===== config.mk =====
export PLATFORM = sky130hd
export DESIGN_NAME = tone_meter
export DESIGN_NICKNAME = d
export VERILOG_FILES = /design/src/rtl/tone_meter.sv
export SDC_FILE = /design/constraint.sdc
export NUM_CORES = 1
export LEC_CHECK = 0
export BUFFER_PORTS_ARGS = -buffer_cell sky130_fd_sc_hd__clkbuf_2
export CORE_MARGIN = 2
export CORE_UTILIZATION = 40
export CTS_CLUSTER_SIZE = 25
export DETAILED_ROUTE_END_ITERATION = 7
export PLACE_DENSITY_LB_ADDON = 0.3
export SYNTH_ARGS = -nofsm -noshare
export SYNTH_HDL_FRONTEND = slang
export SYNTH_SLANG_ARGS = --single-unit
export TNS_END_PERCENT = 30

===== constraint.sdc =====
create_clock -name i_Clk -period 2.4 [get_ports i_Clk]
set_clock_uncertainty 0.1 [all_clocks]
set_input_delay 0.24 -clock i_Clk [delete_from_list [all_inputs] [get_ports i_Clk]]
set_output_delay 0.24 -clock i_Clk [all_outputs]
set_load 0.05 [all_outputs]

===== src/rtl/tone_meter.sv =====
`default_nettype none
// +-----------------------------------------------------------------------------
// | tone_meter : measures period and high time of a 1-bit gated square wave
// | Rev 1.0
// +-----------------------------------------------------------------------------
module tone_meter #(
   parameter int WIDTH   = 16,
   parameter int TIMEOUT = 40000
) (
   input  logic             i_Clk,
   input  logic             i_Reset_n,
   input  logic             i_In,
   output logic [WIDTH-1:0] o_Period,
   output logic [WIDTH-1:0] o_High,
   output logic             o_Valid,
   output logic             o_Active,
   output logic             o_Stuck
);

   localparam logic [WIDTH-1:0] c_MAX     = {WIDTH{1'b1}};
   localparam logic [WIDTH-1:0] c_ONE     = {{(WIDTH-1){1'b0}}, 1'b1};
   localparam logic [WIDTH-1:0] c_TIMEOUT = WIDTH'(TIMEOUT);

   typedef enum logic [1:0] {
      ST_IDLE = 2'd0,
      ST_HIGH = 2'd1,
      ST_LOW  = 2'd2
   } state_t;

   state_t           r_state;
   logic             r_s1, r_s2, r_s3;
   logic [WIDTH-1:0] r_cnt, r_hcnt;
   logic             w_rise, w_fall, w_timeout;
   logic [WIDTH-1:0] w_cnt_inc, w_hcnt_inc;

   assign w_rise     = r_s2 & ~r_s3;
   assign w_fall     = ~r_s2 & r_s3;
   assign w_timeout  = (r_cnt == c_TIMEOUT);
   assign w_cnt_inc  = (r_cnt  == c_MAX) ? r_cnt  : r_cnt  + c_ONE;
   assign w_hcnt_inc = (r_hcnt == c_MAX) ? r_hcnt : r_hcnt + c_ONE;

   always_ff @(posedge i_Clk or negedge i_Reset_n) begin
      if (!i_Reset_n) begin
         r_s1     <= 1'b0;
         r_s2     <= 1'b0;
         r_s3     <= 1'b0;
         r_state  <= ST_IDLE;
         r_cnt    <= '0;
         r_hcnt   <= '0;
         o_Period <= '0;
         o_High   <= '0;
         o_Valid  <= 1'b0;
         o_Active <= 1'b0;
         o_Stuck  <= 1'b0;
      end else begin
         r_s1    <= i_In;
         r_s2    <= r_s1;
         r_s3    <= r_s2;
         o_Valid <= 1'b0;
         if (w_fall)
            o_Stuck <= 1'b0;

         case (r_state)
            ST_IDLE: begin
               r_cnt  <= '0;
               r_hcnt <= '0;
               // First edge after silence only starts timing; nothing to report yet
               if (w_rise) begin
                  r_cnt   <= c_ONE;
                  r_hcnt  <= c_ONE;
                  r_state <= ST_HIGH;
               end
            end

            ST_HIGH: begin
               r_cnt <= w_cnt_inc;
               if (r_s2)
                  r_hcnt <= w_hcnt_inc;
               if (w_fall) begin
                  r_state <= ST_LOW;
               end else if (w_timeout) begin
                  r_state  <= ST_IDLE;
                  r_cnt    <= '0;
                  r_hcnt   <= '0;
                  o_Stuck  <= 1'b1;
                  o_Active <= 1'b0;
               end
            end

            ST_LOW: begin
               r_cnt <= w_cnt_inc;
               // A rise landing on the timeout cycle still counts as a valid period
               if (w_rise) begin
                  o_Period <= r_cnt;
                  o_High   <= r_hcnt;
                  o_Valid  <= 1'b1;
                  o_Active <= 1'b1;
                  r_cnt    <= c_ONE;
                  r_hcnt   <= c_ONE;
                  r_state  <= ST_HIGH;
               end else if (w_timeout) begin
                  r_state  <= ST_IDLE;
                  r_cnt    <= '0;
                  r_hcnt   <= '0;
                  o_Active <= 1'b0;
               end
            end

            default: begin
               r_state <= ST_IDLE;
               r_cnt   <= '0;
               r_hcnt  <= '0;
            end
         endcase
      end
   end

endmodule
`default_nettype wire


* Word-level counts from Yosys, hierarchy flattened
Cells that the tools add are included.
W data, S select, Z words.
** Operators by class
- Bitwise gates (word level) :: 4
- Equality and inequality tests :: 8
- Muxes and demuxes :: 28
- Add/subtract/negate cells :: 2
- Reductions and logical operators :: 4
** Operator list (number)
- $mux W16 :: 10
- $pmux W16 S3 :: 2
- $eq A16 B16 Y1 const B :: 3
- $add A16 B1 Y16 const B :: 2
- $mux W1 :: 10
- $mux W2 :: 4
- $pmux W2 S3 :: 1
- $ne A2 B2 Y1 const B :: 2
- $reduce_and A2 Y1 :: 2
- $ne A3 B3 Y1 const B :: 1
- $and A1 B1 Y1 :: 2
- $eq A2 B1 Y1 const B :: 1
- $eq A2 B2 Y1 const B :: 1
- $logic_not A2 Y1 :: 1
- $not A1 Y1 :: 2
- $pmux W1 S2 :: 1
- $reduce_bool A2 Y1 :: 1
** Word-level totals
- Logic and storage cells :: 57
- Register bits :: 72

* Logic depth before layout (Yosys ltp)
Gate-level depths: netlist of run 1.
- Depth after elaboration :: 6
- Depth in mapped cells :: 9
- Mapped depth without buffers :: 7

* Least setup slack after synthesis of run 1
OpenSTA, ideal clock, no wires.
- Kind :: register to register
- Start point :: reg r_cnt[0]
- End point :: reg r_hcnt[11]
- Setup time :: 0.073 ns
- Data arrival time :: 1.879 ns
- Buffers on the path :: 1
- Data required time :: 2.227 ns
- Period minus slack after synthesis :: 2.052 ns
- Stages on the path, launching flop included :: 9
- Path slack :: 0.348 ns
- Cells stage by stage :: dfrtp_1 -> inv_1 -> ha_1 -> and4bb_2 -> nand4b_1 -> a21o_1 -> buf_6 -> or4_4 -> a21oi_2
** Between the ends
- Word-level cells in the longest chain between the ends :: 4
** Ends and longest elaborated chain
- start, declared :: line 32 : logic [WIDTH-1:0] r_cnt, r_hcnt;
- start signal, assigned :: line 69 : r_cnt <= c_ONE;
- start signal, assigned :: line 76 : r_cnt <= w_cnt_inc;
- start signal, assigned :: line 91 : r_cnt <= w_cnt_inc;
- $eq A16 B16 Y1 (*) :: line 38 : assign w_timeout = (r_cnt == c_TIMEOUT);
- $mux W16 :: line 81 : end else if (w_timeout) begin
- $mux W16 :: line 79 : if (w_fall) begin
- $pmux W16 S3 :: line 63 : case (r_state)
- end signal, assigned :: line 70 : r_hcnt <= c_ONE;
- end signal, assigned :: line 78 : r_hcnt <= w_hcnt_inc;
- end signal, assigned :: line 99 : r_hcnt <= c_ONE;
- end, declared :: line 32
Mark *: on every way between the ends. The rest lies on a longest branch, timed or not.
A chain may end at the register's enable or synchronous reset.

* Final worst setup path of run 1
- Start point :: reg r_cnt[0]
- End point :: reg r_hcnt[9]
Same word-level chain as after synthesis.

==> flow_summary.json, run 1 <==
{
  "run_status": "complete, no violations",
  "place_hpwl_um": 4600,
  "ctsResizeCount": 0,
  "start_kind": "flip-flop",
  "post_route_met1_wirelength_um": 3560,
  "htree_num_levels": 3,
  "final_slew_violations": 0,
  "final-seq-area_sq_um": 1800,
  "grt_start_max_net_pins": 73,
  "globalplace.congestion": 0.810,
  "synth.net_count": 308,
  "timing.hold.worst.class": "reg2reg",
  "tritoncts": "yes",
  "setup.worst_path.end_class": "flip-flop",
  "yosysTopAreaCellShare_pct": 53.8,
  "area_used_by_multi_input_combinational_logic_sq_um": 1450,
  "synth_cell_types": 45,
  "finish.net_count": 370,
  "route.detailed.drc": 0,
  "synth_top_cells_by_area": "sky130_fd_sc_hd__dfrtp_1 54%, sky130_fd_sc_hd__mux2_2 11%, sky130_fd_sc_hd__a21oi_1 3.1%, sky130_fd_sc_hd__xnor2_1 2.9%, sky130_fd_sc_hd__nand3_1 2.7%",
  "finalHoldViolCount": 0,
  "fin_tns_setup_ns": 0,
  "post_synth_inst_count": 302,
  "synthesis.area_per_instance_sq_um": 11.1,
  "post-synth-top-count-cell": "sky130_fd_sc_hd__dfrtp_1",
  "max-vdd-ir-drop_mv": 0.726,
  "grt_setup_unrepaired": "no",
  "dr.max_layer_used": "met4",
  "design.core.area_sq_um": 8180,
  "gr-usage-all-layers_pct": 16.2,
  "final_cell_area_sq_um": 4000,
  "detail_route.wirelength_um": 6840,
  "fmax_mhz": 461,
  "seq_total_area_yosys_pct": 53.8,
  "numPlacedInstances": 456,
  "route.antenna.remaining_nets": 0,
  "synthArstFlopShare_pct": 100,
  "ctsRootBufferMaster": "sky130_fd_sc_hd__clkbuf_8",
  "numCtsBuffers": 9,
  "synth_top_flop_cell": "sky130_fd_sc_hd__dfrtp_1",
  "synth-seq-cells": 72,
  "synth-edff-count": 0,
  "grt_pass1_wl_um": 11600,
  "avgViaCountPerCell": 5.34,
  "placementRows": 33,
  "powerDensity_nw_per_um2": 784,
  "worst_slew_pin_slew_ns": 0.626,
  "timing.final.crit_share_pct": 90.4,
  "route.met3.wl_um": 235,
  "dpl-instance-area_sq_um": 3790,
  "tritoncts_sinks": 72,
  "io_pins": 38,
  "grt_pass1_vias": 2414,
  "diodes": 0,
  "required_ns": 2.56,
  "finish.utilization_pct": 48.9,
  "first_pass_iters": 4,
  "synth_warnings": 0,
  "synth.cells.most_frequent": "72 x sky130_fd_sc_hd__dfrtp_1, 32 x sky130_fd_sc_hd__mux2_2, 21 x sky130_fd_sc_hd__a21oi_1",
  "maxCapViolCount": 0,
  "layout-area-overhead-vs-synth_pct": 19.4,
  "cp_data_arrival_time_ns": 2.33,
  "die_area_sq_um": 9120,
  "initialDrtViolationCount": 103,
  "finalSetupViolations": 0,
  "post_drt_wl_per_cell_um": 14.4,
  "clkLatencyLatePin_ns": 0.34,
  "crit_fanout": 20,
  "globalRouteOverflowTotal": 0,
  "slew_headroom_pct": 57.9,
  "leakage_nw": 1.82,
  "post_route_cells_drive_above_1_share_pct": 30.4,
  "synth_area_leader_cell": "sky130_fd_sc_hd__dfrtp_1",
  "buffer_ports.inserted": 37,
  "fillers": 770,
  "layout.cells.non_filler": 474,
  "vias": 2531,
  "cts_buffer_depth": 2,
  "start_util_pct": 40.9,
  "clock_period_minus_worst_slack_ns": 2.17,
  "antenna_found_initial": 0,
  "setup.worst_path.class": "reg2reg",
  "die_h_um": 95.5,
  "route.met2.wl_um": 2930,
  "die_x_um": 95.5,
  "synthesis.area_sq_um": 3350,
  "clkSlewWorstSetupHoldPaths_ns": 0.07
}
[worst paths after layout]
check	endpoint	depth (start not counted)	startpoint	slack (ns)
min in group asynchronous	o_Period[2]	3	i_Reset_n	0.36
worst min-delay path	r_s2	0	r_s1	0.25
worst max register to register	r_hcnt[9]	7	r_cnt[0]	0.23
max in group asynchronous	o_High[3]	3	i_Reset_n	1.54
worst max-delay path	r_hcnt[9]	7	r_cnt[0]	0.23
worst min register to register	r_s2	0	r_s1	0.25
[report_power, final]
group          internal [W]  leakage (nW)  switching (W)  total [W]
clock network      0.000477        0.0941       0.000425   0.000901
logic              0.000275         0.742       0.000560   0.000836
registers           0.00131         0.986      0.0000809    0.00139
total               0.00206          1.82        0.00107    0.00313
[layout by cell type, fill, tap and decap left out, types with 4 or more instances in the layout]
master	n
sky130_fd_sc_hd__xnor2_1	11
sky130_fd_sc_hd__a21oi_1	21
sky130_fd_sc_hd__clkbuf_8	9
sky130_fd_sc_hd__clkbuf_2	36
sky130_fd_sc_hd__or3_1	5
sky130_fd_sc_hd__mux2_2	32
sky130_fd_sc_hd__nor2_1	15
sky130_fd_sc_hd__nand4_1	7
sky130_fd_sc_hd__nand3_1	18
sky130_fd_sc_hd__a211oi_1	7
sky130_fd_sc_hd__or4_1	4
sky130_fd_sc_hd__buf_4	23
sky130_fd_sc_hd__a31oi_1	5
sky130_fd_sc_hd__o31ai_1	5
sky130_fd_sc_hd__inv_1	10
sky130_fd_sc_hd__and3_1	6
sky130_fd_sc_hd__o21ai_0	15
sky130_fd_sc_hd__dfrtp_1	72
sky130_fd_sc_hd__nand2_1	16
[worst max-delay path, stage by stage, from the launching register on]
cell,delay [ns]
sky130_fd_sc_hd__dfrtp_1,0.38
sky130_fd_sc_hd__inv_1,0.07
sky130_fd_sc_hd__ha_1,0.14
sky130_fd_sc_hd__and4bb_2,0.22
sky130_fd_sc_hd__nand4b_1,0.14
sky130_fd_sc_hd__a21o_1,0.36
sky130_fd_sc_hd__or4_1,0.53
sky130_fd_sc_hd__a21oi_1,0.15
[logic make-up (layout without fill, tap and decap cells)]
kind of cell             Yosys count  after routing  share of synthesized area, %
adder cells (fa/ha/maj)            3              3                          1.12
AO/OA/AOI/OAI                     66             66                          12.5
multiplexers                      32             32                          10.8
flip-flops                        72             72                          53.8
buffers and inverters             22             89                          3.03
XOR/XNOR                          12             12                          3.14
AND/OR/NAND/NOR                   95             95                          15.6
[per-stage QoR]
step	power (W)	hold slack, ns	worst slack [ns]
2_1_floorplan	0.00199	-0.156	0.348
3_3_place_gp	0.00224	0.193	0.289
3_5_place_dp	0.00225	0.199	0.236
4_1_cts	0.00317	0.257	0.219
5_1_grt	0.00332	0.263	0.0797
6_report	0.00313	0.255	0.229
[final cells by class]
class | count | area share, %
Clock buffer | 12 | 3.38
Clock inverter | 4 | 1.13
Inverter | 10 | 0.940
Multi-Input combinational cell | 208 | 36.2
Sequential cell | 72 | 45.1
Tap cell | 105 | 3.29
Timing Repair Buffer | 63 | 9.96
[registers in the layout, indices dropped and copies added, names as in the netlist]
name      flops
r_s1          1
o_Valid       1
r_state       2
o_Stuck       1
o_Active      1
r_s3          1
r_s2          1
o_Period     16
r_hcnt       16
r_cnt        16
o_High       16
[metal layers]
| layer | global-route usage (%) | vias up |
|---|---|---|
| li1 | - | 1234 |
| met1 | 24.2 | 1237 |
| met2 | 23.2 | 50 |
| met3 | 2.61 | 10 |
| met4 | 7.38 | 0 |
| met5 | 0 | - |
[repair_timing]
action,in CTS,in global routing
endpoints found under the hold margin,73,0
buffers inserted,0,0
hold buffers,2,0
(Power assumes the default switching activity.)
==> run 2, diff against run 1 <==
PLACE_DENSITY = 0.61   (was default)
PLACE_DENSITY_LB_ADDON = default   (was 0.3)
==> flow_summary.json, run 2 (same netlist as run 1, synthesis figures left out) <==
{
  "start_kind": "flip-flop",
  "hold_buffers": 2,
  "buffer_ports.inserted": 37,
  "ctsRootBufferMaster": "sky130_fd_sc_hd__clkbuf_8",
  "die_area_sq_um": 9120,
  "globalRouteOverflowTotal": 0,
  "initialDrtViolationCount": 130,
  "clkLatencyLatePin_ns": 0.35,
  "grt_pass1_wl_um": 11500,
  "dpl-instance-area_sq_um": 3760,
  "timing.final.crit_share_pct": 91.2,
  "layout.cells.most_common": "sky130_fd_sc_hd__dfrtp_1",
  "hold_ws_ns": 0.258,
  "place_hpwl_um": 4700,
  "worst_r2r_src": "r_cnt[1]",
  "fmax_mhz": 457,
  "worst_slew_pin_slew_ns": 0.686,
  "leakage_nw": 1.83,
  "route.antenna.remaining_nets": 0,
  "setup.worst_path.class": "reg2reg",
  "post_route_cells_drive_above_1_share_pct": 30.0,
  "finalHoldViolCount": 0,
  "grt_pass1_vias": 2388,
  "cts_buffer_depth": 2,
  "final_cell_mix": "72 x sky130_fd_sc_hd__dfrtp_1, 36 x sky130_fd_sc_hd__clkbuf_2, 32 x sky130_fd_sc_hd__mux2_2",
  "finish.net_count": 364,
  "start_util_pct": 40.9,
  "maxCapViolCount": 0,
  "htree_num_levels": 3,
  "vias": 2538,
  "placement.setup.worst_slack_ns": 0.213,
  "io_pins": 38,
  "worstPathBufferInverterCount": 1,
  "worst_path_max_delay_cell": "sky130_fd_sc_hd__or4_1",
  "path_delay_family": "simple AND/OR/NAND/NOR gates",
  "worstSetupStartpoint": "r_cnt[1]",
  "ctsResizeCount": 0,
  "post-route-worst-setup-slack_ns": 0.211,
  "run_status": "complete, no violations",
  "design.core.area_sq_um": 8180,
  "numCtsBuffers": 9,
  "route.detailed.drc": 0,
  "grt_setup_unrepaired": "no",
  "clkSlewWorstSetupHoldPaths_ns": 0.08,
  "clock_period_minus_worst_slack_ns": 2.19,
  "cp_data_arrival_time_ns": 2.36,
  "die_x_um": 95.5,
  "final_slew_violations": 0,
  "tritoncts": "yes",
  "crit_fanout": 21,
  "layout-area-overhead-vs-synth_pct": 20.6,
  "slew_headroom_pct": 53.9,
  "avgViaCountPerCell": 5.42,
  "finalSetupViolations": 0,
  "first_pass_iters": 4,
  "die_h_um": 95.5,
  "detail_route.wirelength_um": 6970,
  "finish.utilization_pct": 49.4,
  "timing.hold.worst.class": "reg2reg",
  "final_cell_area_sq_um": 4040,
  "post_drt_wl_per_cell_um": 14.9,
  "required_ns": 2.58,
  "globalplace.congestion": 0.860,
  "critical_path.max_stage_delay_ns": 0.53,
  "setup.worst_path.end_class": "flip-flop",
  "cts.repair_timing.setup_buffer_count": 0,
  "diodes": 0,
  "placementRows": 33,
  "hp-start": "r_s1",
  "tritoncts_sinks": 72,
  "fin_tns_setup_ns": 0,
  "gr-usage-all-layers_pct": 16.6,
  "max-vdd-ir-drop_mv": 0.588,
  "antenna_found_initial": 0,
  "powerDensity_nw_per_um2": 855,
  "grt_start_max_net_pins": 50,
  "timing.critical_path.cells": "inv_1 > ha_1 > and4bb_2 > nand4b_1 > a21o_1 > or4_1 > a21oi_1"
}
-- run 2: stage by stage --
step           cells  power, W
6_report         468   0.00345
2_1_floorplan    302   0.00199
4_1_cts          468   0.00349
3_5_place_dp     450   0.00227
3_3_place_gp     450   0.00226
5_1_grt          468   0.00363
-- run 2: power by group --
part	total (W)	switching [W]	internal, W
sequential	0.00139	0.0000798	0.00131
clock	0.00120	0.000459	0.000745
combinational	0.000857	0.000572	0.000285
-- run 2: worst reg2reg max path: stages (launching register included) --
cell	delay, ns
sky130_fd_sc_hd__dfrtp_1	0.38
sky130_fd_sc_hd__inv_1	0.07
sky130_fd_sc_hd__ha_1	0.13
sky130_fd_sc_hd__and4bb_2	0.22
sky130_fd_sc_hd__nand4b_1	0.14
sky130_fd_sc_hd__a21o_1	0.37
sky130_fd_sc_hd__or4_1	0.53
sky130_fd_sc_hd__a21oi_1	0.17
-- run 2: routing by layer --
layer  wire length [um]  track usage, %
met1               3500            24.0
met2               3040            23.5
met3                301            3.79
met4                131            7.98
met5                  0               0
-- run 2: cell type report --
cell class / count / area, sq um
clock buffer: 11 / 151
multi-input combinational: 208 / 1450
tap: 105 / 131
timing repair buffer: 57 / 365
inverter: 10 / 37.5
fill: 778 / 4140
clock inverter: 5 / 103
sequential: 72 / 1800
-- run 2: final timing paths --
check	slack [ns]	depth (start not counted)	endpoint
max	0.21	7	r_hcnt[7]
min	0.26	0	r_s2
max reg2reg	0.21	7	r_hcnt[7]
min reg2reg	0.26	0	r_s2
max in group asynchronous	1.23	3	o_High[7]
min in group asynchronous	0.31	2	o_Period[8]
